<file path="src/rtl/adder_pkg.sv">
// Shared types and defaults for the pipelined add/subtract unit.
// Carry chain is cut into STAGES equal segments of segWidth() bits.
package adder_pkg;

  localparam int DEFAULT_WIDTH  = 32;
  localparam int DEFAULT_STAGES = 2;

  typedef enum logic {
    ADD = 1'b0,
    SUB = 1'b1
  } opT;

  typedef struct packed {
    logic carry;
    logic overflow;
    logic zero;
  } flagsT;

  function automatic int segWidth(input int width, input int stages);
    return width / stages;
  endfunction

endpackage

</file>
<file path="src/rtl/pipelined_adder_if.sv">
// Operand/result handshake bundle for pipelined_adder.
// The adder uses the slave view; the producer/consumer side uses master.
interface pipelined_adder_if
  import adder_pkg::*;
#(
  parameter int WIDTH = DEFAULT_WIDTH
);

  logic             in_valid;
  logic             in_ready;
  logic [WIDTH-1:0] a;
  logic [WIDTH-1:0] b;
  logic             sub;
  logic             out_valid;
  logic             out_ready;
  logic [WIDTH-1:0] sum;
  logic             carry;
  logic             overflow;
  logic             zero;

  modport master (
    output in_valid, a, b, sub, out_ready,
    input  in_ready, out_valid, sum, carry, overflow, zero
  );

  modport slave (
    input  in_valid, a, b, sub, out_ready,
    output in_ready, out_valid, sum, carry, overflow, zero
  );

endinterface

</file>
<file path="src/rtl/adder_segment.sv">
// One registered SEG-bit slice of the carry chain: adds its operand slice plus the
// incoming carry and also folds the running "all result bits zero so far" flag.
module adder_segment #(
  parameter int SEG = 16
) (
  input  logic           clk,
  input  logic           rst_n,
  input  logic           flush_i,
  input  logic           en_i,
  input  logic           valid_i,
  input  logic [SEG-1:0] a_i,
  input  logic [SEG-1:0] b_i,
  input  logic           carry_i,
  input  logic           zero_i,
  output logic           valid_o,
  output logic [SEG-1:0] sum_o,
  output logic           carry_o,
  output logic           zero_o
);

  logic [SEG:0]   total_d;
  logic           valid_q;
  logic [SEG-1:0] sum_q;
  logic           carry_q;
  logic           zero_q;

  assign total_d = {1'b0, a_i} + {1'b0, b_i} + {{SEG{1'b0}}, carry_i};

  // Flush only kills the valid bit; data is don't-care once invalid.
  always_ff @(posedge clk or negedge rst_n) begin
    if (!rst_n) begin
      valid_q <= 1'b0;
      sum_q   <= '0;
      carry_q <= 1'b0;
      zero_q  <= 1'b0;
    end else begin
      if (flush_i) begin
        valid_q <= 1'b0;
      end else if (en_i) begin
        valid_q <= valid_i;
      end
      if (en_i) begin
        sum_q   <= total_d[SEG-1:0];
        carry_q <= total_d[SEG];
        zero_q  <= zero_i && (total_d[SEG-1:0] == '0);
      end
    end
  end

  assign valid_o = valid_q;
  assign sum_o   = sum_q;
  assign carry_o = carry_q;
  assign zero_o  = zero_q;

endmodule

</file>
<file path="src/rtl/pipelined_adder.sv">
// Pipelined two's-complement add/subtract with valid/ready handshake and flush.
// Stage k resolves bits [k*SEG +: SEG]; operands and finished low bits ride alongside.
module pipelined_adder
  import adder_pkg::*;
#(
  parameter int WIDTH  = DEFAULT_WIDTH,
  parameter int STAGES = DEFAULT_STAGES
) (
  input  logic             clk,
  input  logic             rst_n,
  input  logic             flush,
  pipelined_adder_if.slave bus
);

  localparam int SEG  = segWidth(WIDTH, STAGES);
  localparam int LAST = STAGES - 1;

  opT               op;
  logic             advance;
  flagsT            flags;

  logic [WIDTH-1:0] aSkew_d   [STAGES];
  logic [WIDTH-1:0] bxSkew_d  [STAGES];
  logic [WIDTH-1:0] resLow_d  [STAGES];
  logic [WIDTH-1:0] aSkew_q   [STAGES];
  logic [WIDTH-1:0] bxSkew_q  [STAGES];
  logic [WIDTH-1:0] resLow_q  [STAGES];
  logic [WIDTH-1:0] resDone   [STAGES];

  logic             carryIn   [STAGES];
  logic             zeroIn    [STAGES];
  logic             validIn   [STAGES];
  logic             carryOut  [STAGES];
  logic             zeroOut   [STAGES];
  logic             validOut  [STAGES];
  logic [SEG-1:0]   segSum    [STAGES];

  assign op      = opT'(bus.sub);
  assign advance = !validOut[LAST] || bus.out_ready;

  // Stage 0 takes the bus directly; later stages take the previous stage's registers.
  always_comb begin
    aSkew_d[0]  = bus.a;
    bxSkew_d[0] = (op == SUB) ? ~bus.b : bus.b;
    resLow_d[0] = '0;
    carryIn[0]  = (op == SUB);
    zeroIn[0]   = 1'b1;
    validIn[0]  = bus.in_valid;
    for (int k = 1; k < STAGES; k++) begin
      aSkew_d[k]  = aSkew_q[k-1];
      bxSkew_d[k] = bxSkew_q[k-1];
      resLow_d[k] = resDone[k-1];
      carryIn[k]  = carryOut[k-1];
      zeroIn[k]   = zeroOut[k-1];
      validIn[k]  = validOut[k-1];
    end
  end

  always_comb begin
    for (int k = 0; k < STAGES; k++) begin
      resDone[k]               = resLow_q[k];
      resDone[k][k*SEG +: SEG] = segSum[k];
    end
  end

  always_ff @(posedge clk or negedge rst_n) begin
    if (!rst_n) begin
      for (int k = 0; k < STAGES; k++) begin
        aSkew_q[k]  <= '0;
        bxSkew_q[k] <= '0;
        resLow_q[k] <= '0;
      end
    end else if (advance) begin
      for (int k = 0; k < STAGES; k++) begin
        aSkew_q[k]  <= aSkew_d[k];
        bxSkew_q[k] <= bxSkew_d[k];
        resLow_q[k] <= resLow_d[k];
      end
    end
  end

  for (genvar k = 0; k < STAGES; k++) begin : gStage
    adder_segment #(
      .SEG (SEG)
    ) uSegment (
      .clk     (clk),
      .rst_n   (rst_n),
      .flush_i (flush),
      .en_i    (advance),
      .valid_i (validIn[k]),
      .a_i     (aSkew_d[k][k*SEG +: SEG]),
      .b_i     (bxSkew_d[k][k*SEG +: SEG]),
      .carry_i (carryIn[k]),
      .zero_i  (zeroIn[k]),
      .valid_o (validOut[k]),
      .sum_o   (segSum[k]),
      .carry_o (carryOut[k]),
      .zero_o  (zeroOut[k])
    );
  end

  // Overflow uses the operand MSBs that travelled with the beat, so it stays 0 after reset.
  always_comb begin
    flags.carry    = carryOut[LAST];
    flags.zero     = zeroOut[LAST];
    flags.overflow = (aSkew_q[LAST][WIDTH-1] == bxSkew_q[LAST][WIDTH-1]) &&
                     (resDone[LAST][WIDTH-1] != aSkew_q[LAST][WIDTH-1]);
  end

  assign bus.in_ready  = advance;
  assign bus.out_valid = validOut[LAST];
  assign bus.sum       = resDone[LAST];
  assign bus.carry     = flags.carry;
  assign bus.overflow  = flags.overflow;
  assign bus.zero      = flags.zero;

endmodule

</file>
<file path="src/flat_wrapper.sv">
// flat-port wrapper written by rule: the top's interface ports become plain ports
module pipelined_adder_flat import adder_pkg::*;
#(
  parameter int WIDTH  = DEFAULT_WIDTH,
  parameter int STAGES = DEFAULT_STAGES
)
  (clk, rst_n, flush, bus_in_valid, bus_a, bus_b, bus_sub, bus_out_ready, bus_in_ready, bus_out_valid, bus_sum, bus_carry, bus_overflow, bus_zero);
  pipelined_adder_if #(.WIDTH(WIDTH)) bus_i ();
  input  logic clk;
  input  logic rst_n;
  input  logic flush;
  input wire logic [$bits(bus_i.in_valid)-1:0] bus_in_valid;
  input wire logic [$bits(bus_i.a)-1:0] bus_a;
  input wire logic [$bits(bus_i.b)-1:0] bus_b;
  input wire logic [$bits(bus_i.sub)-1:0] bus_sub;
  input wire logic [$bits(bus_i.out_ready)-1:0] bus_out_ready;
  output wire logic [$bits(bus_i.in_ready)-1:0] bus_in_ready;
  output wire logic [$bits(bus_i.out_valid)-1:0] bus_out_valid;
  output wire logic [$bits(bus_i.sum)-1:0] bus_sum;
  output wire logic [$bits(bus_i.carry)-1:0] bus_carry;
  output wire logic [$bits(bus_i.overflow)-1:0] bus_overflow;
  output wire logic [$bits(bus_i.zero)-1:0] bus_zero;
  assign bus_i.in_valid = bus_in_valid;
  assign bus_i.a = bus_a;
  assign bus_i.b = bus_b;
  assign bus_i.sub = bus_sub;
  assign bus_i.out_ready = bus_out_ready;
  assign bus_in_ready = bus_i.in_ready;
  assign bus_out_valid = bus_i.out_valid;
  assign bus_sum = bus_i.sum;
  assign bus_carry = bus_i.carry;
  assign bus_overflow = bus_i.overflow;
  assign bus_zero = bus_i.zero;
  pipelined_adder #(.WIDTH(WIDTH), .STAGES(STAGES)) u_core (.clk(clk), .rst_n(rst_n), .flush(flush), .bus(bus_i));
endmodule
</file>
<file path="config.mk">
export PLATFORM = sky130hd
export DESIGN_NAME = pipelined_adder_flat
export DESIGN_NICKNAME = d
export VERILOG_FILES = /design/src/rtl/adder_pkg.sv /design/src/rtl/pipelined_adder_if.sv /design/src/rtl/adder_segment.sv /design/src/rtl/pipelined_adder.sv /design/src/flat_wrapper.sv
export SDC_FILE = /design/constraint.sdc
export NUM_CORES = 1
export LEC_CHECK = 0
export ABC_AREA = 1
export BUFFER_PORTS_ARGS = -buffer_cell sky130_fd_sc_hd__buf_4
export CELL_PAD_IN_SITES_DETAIL_PLACEMENT = 1
export CELL_PAD_IN_SITES_GLOBAL_PLACEMENT = 2
export CORE_ASPECT_RATIO = 0.5
export CORE_MARGIN = 10
export CORE_UTILIZATION = 34
export DETAILED_ROUTE_END_ITERATION = 12
export GPL_TIMING_DRIVEN = 0
export PLACE_DENSITY = 0.88
export SLEW_MARGIN = 20
export SYNTH_ARGS = -nofsm -noshare
export SYNTH_HDL_FRONTEND = slang
export SYNTH_HIERARCHICAL = 1
export SYNTH_SLANG_ARGS = --single-unit
</file>
<file path="constraint.sdc">
create_clock -name clk -period 6.3 [get_ports clk]
set_clock_uncertainty 0.1 [all_clocks]
set_input_delay 1.89 -clock clk [delete_from_list [all_inputs] [get_ports clk]]
set_output_delay 1.89 -clock clk [all_outputs]
set_load 0.005 [all_outputs]
</file>
==> flow_summary.yaml <==
status:
  status: "finished clean"
synthesis:
  ys_seq_area_frac: 0.372
  synth-main-ff-cell: "dfrtp_1"
  synth_seq_cells: 88
  synth_edf_count: 0
  syn_avg_cell_area_um2: 6.90
  yosys_warnings: 6
  synthesis.area_mm2: 0.00591
  async_flop_share: 1.00
  syn_nets: 961
  ys_types: 28
  synth_cells: 857
floorplan:
  die_y_um: 113
  fp-row-count: 33
  core-area_mm2: 0.0167
  ios: 107
  die_x_um: 206
  design.die.area_mm2: 0.0234
  initial_core_util: 0.354
clock_network:
  path_clk_slew_ps: 70
  h-tree-depth: 3
  cts_tree: "built"
  cts_hold_buf: 0
  clock-sinks: 88
  cts_root_buf: "clkbuf_16"
  clk_latency_ps: 350
  cts_setup_buffers: 0
  clk_path_buf_depth: 2
  cts_resized: 0
  cts_buffers: 9
timing:
  finalHoldViolCount: 0
  worst_slew_pin_slew_ps: 842
  period_needed_ps: 4870
  max_slew_margin: 0.439
  fmax_mhz: 205
  final-max-slew-violation-count: 0
  worst_slack_ps: 1430
  fin_crit_sh: 0.772
  grt_setup_unrepaired: "false"
  setup-violations-final: 0
  fin_setup_tns_ps: 0
worst_setup_path:
  r2r-start: "u_core/aSkew_d[16]"
  worstPathMaxFanout: 22
  worstSetupStartpointType: "primary input"
  critPathRequiredTime_ps: 4310
  end_kind: "primary output"
  critPathKind: "primary input to primary output"
  cp-startpoint: "bus_out_ready"
  ff2ff_path_depth: 13
  critical_path.reg2reg.endpoint: "u_core/gStage[1].uSegment/zero_o"
  reg2reg_setup_slack_ps: 3740
  cp.arrival_ps: 2880
place:
  dpl.hpwl_um: 14400
  dpl_worst_slack_ps: 1430
  globalplace.congestion: 0.809
  io_buffers: 106
  placedCellCount: 1190
  dpl_cell_area_mm2: 0.00700
grt:
  grt_pass1_wl_um: 29600
  gr-total-overflow: 0
  grtUsageTotal: 0.155
  grt_max_degree: 89
  grt_pass1_vias: 5922
  antenna_found_initial: 0
layout:
  syn_to_final_growth_pct: 24.2
  layout-drive-gt1-share: 0.193
  final_area_mm2: 0.00734
  final_common_cell: "nand2_1"
  layout.cells.non_filler: 1206
  layout.nets: 1078
  diodes: 0
  mostFrequentLayoutCells: "nand2_1 (375), buf_4 (124), inv_1 (101), dfrtp_1 (88), nor2_1 (51)"
detailed_routing:
  drt-total-wl_um: 17800
  drt-initial-drc-count: 172
  drtPass1Iterations: 4
  via_per_inst: 4.61
  wire_per_inst_um: 14.8
  final_antenna_net_count: 0
  vias: 5560
  post-route-drc-count: 0
flow_run:
  max_cap_violations: 0
power:
  powerDensity_mw_per_mm2: 284
  ir_worst_vdd_uv: 118
  power_mw: 2.09
  leakage_nw: 4.13
hold_path:
  hp-class: "flop to flop"
  min_to: "u_core/bus.sum[9]"
  holdPathStages: 2
  hp-start: "u_core/bus.sum[9]"
-- per-stage QoR --
stage	util	hold WS, ps
floorplan	-	343
global placement	0.418	359
global route	0.439	398
detailed placement	0.418	364
CTS	0.439	384
finish	0.439	378
-- kinds of logic after synthesis --
group           count (synthesis)  share of synthesized area
compound gates                 49                     0.0444
xor+xnor                       24                     0.0356
fa+ha+maj                      34                     0.0770
buf+inv                       146                      0.109
flops                          88                      0.372
other cells                     1                   0.000634
simple gates                  515                      0.360
-- final cells by class --
| cell class | count | area, um2 |
|---|---|---|
| Clock inverter | 7 | 124 |
| Clock buffer | 9 | 225 |
| Tap cell | 227 | 284 |
| Buffer | 37 | 238 |
| Fill cell | 2181 | 9380 |
| Sequential cell | 88 | 2200 |
| Timing Repair Buffer | 106 | 800 |
| Multi-Input combinational cell | 623 | 3060 |
| Inverter | 109 | 409 |
-- how the worst max path moves through the flow --
stage	to	slack [ps]
finish	bus_in_ready	1430
global placement	bus_in_ready	1420
CTS	bus_in_ready	1430
global route	bus_in_ready	1370
floorplan	bus_in_ready	2010
detailed placement	bus_in_ready	1430
-- power by group --
group          internal, mW  leakage (nW)  switching, mW
sequential            0.681          1.03         0.0749
combinational         0.316          2.92          0.385
clock                 0.392         0.167          0.240
total                  1.39          4.13          0.701
-- critical path, stage by stage --
cell,delay (ps)
buf_4,80
inv_1,40
nand2_2,180
buf_2,480
buf_4,210
-- state kept, by name, indices dropped and copies added (netlist names) --
register and count:
u_core/gStage.uSegment/sum_o 32, u_core/aSkew_d 16, u_core/bus.sum 16, u_core/bxSkew_d 16, u_core/gStage.uSegment/carry_o 2, u_core/gStage.uSegment/valid_o 2, u_core/gStage.uSegment/zero_o 2, u_core/aSkew_q 1
u_core/bxSkew_q 1
-- cell usage after synthesis, drive strengths merged, types with 4 or more instances --
master  instances  area share
a21oi          20       0.018
a31oi           8      0.0085
buf            31       0.036
clkbuf          6      0.0038
dfrtp          88        0.37
fa              4       0.014
ha             30       0.063
inv           109       0.069
nand2         390        0.25
nand3          52       0.049
nand4           9      0.0095
nor2           53       0.034
nor3            6      0.0076
o21ai          21       0.018
xor2           22       0.033
-- per-layer routing --
metal  up-vias  GRT usage  wire (um)  part of all wire
met1      2642      0.185       8060              0.45
met3        11     0.0305        548             0.031
met5         -          0          0                 0
li1       2849          -          -                 -
met4         0     0.0246        124            0.0070
met2        58      0.286       9070              0.51
Power figures use the tool's default switching activity.
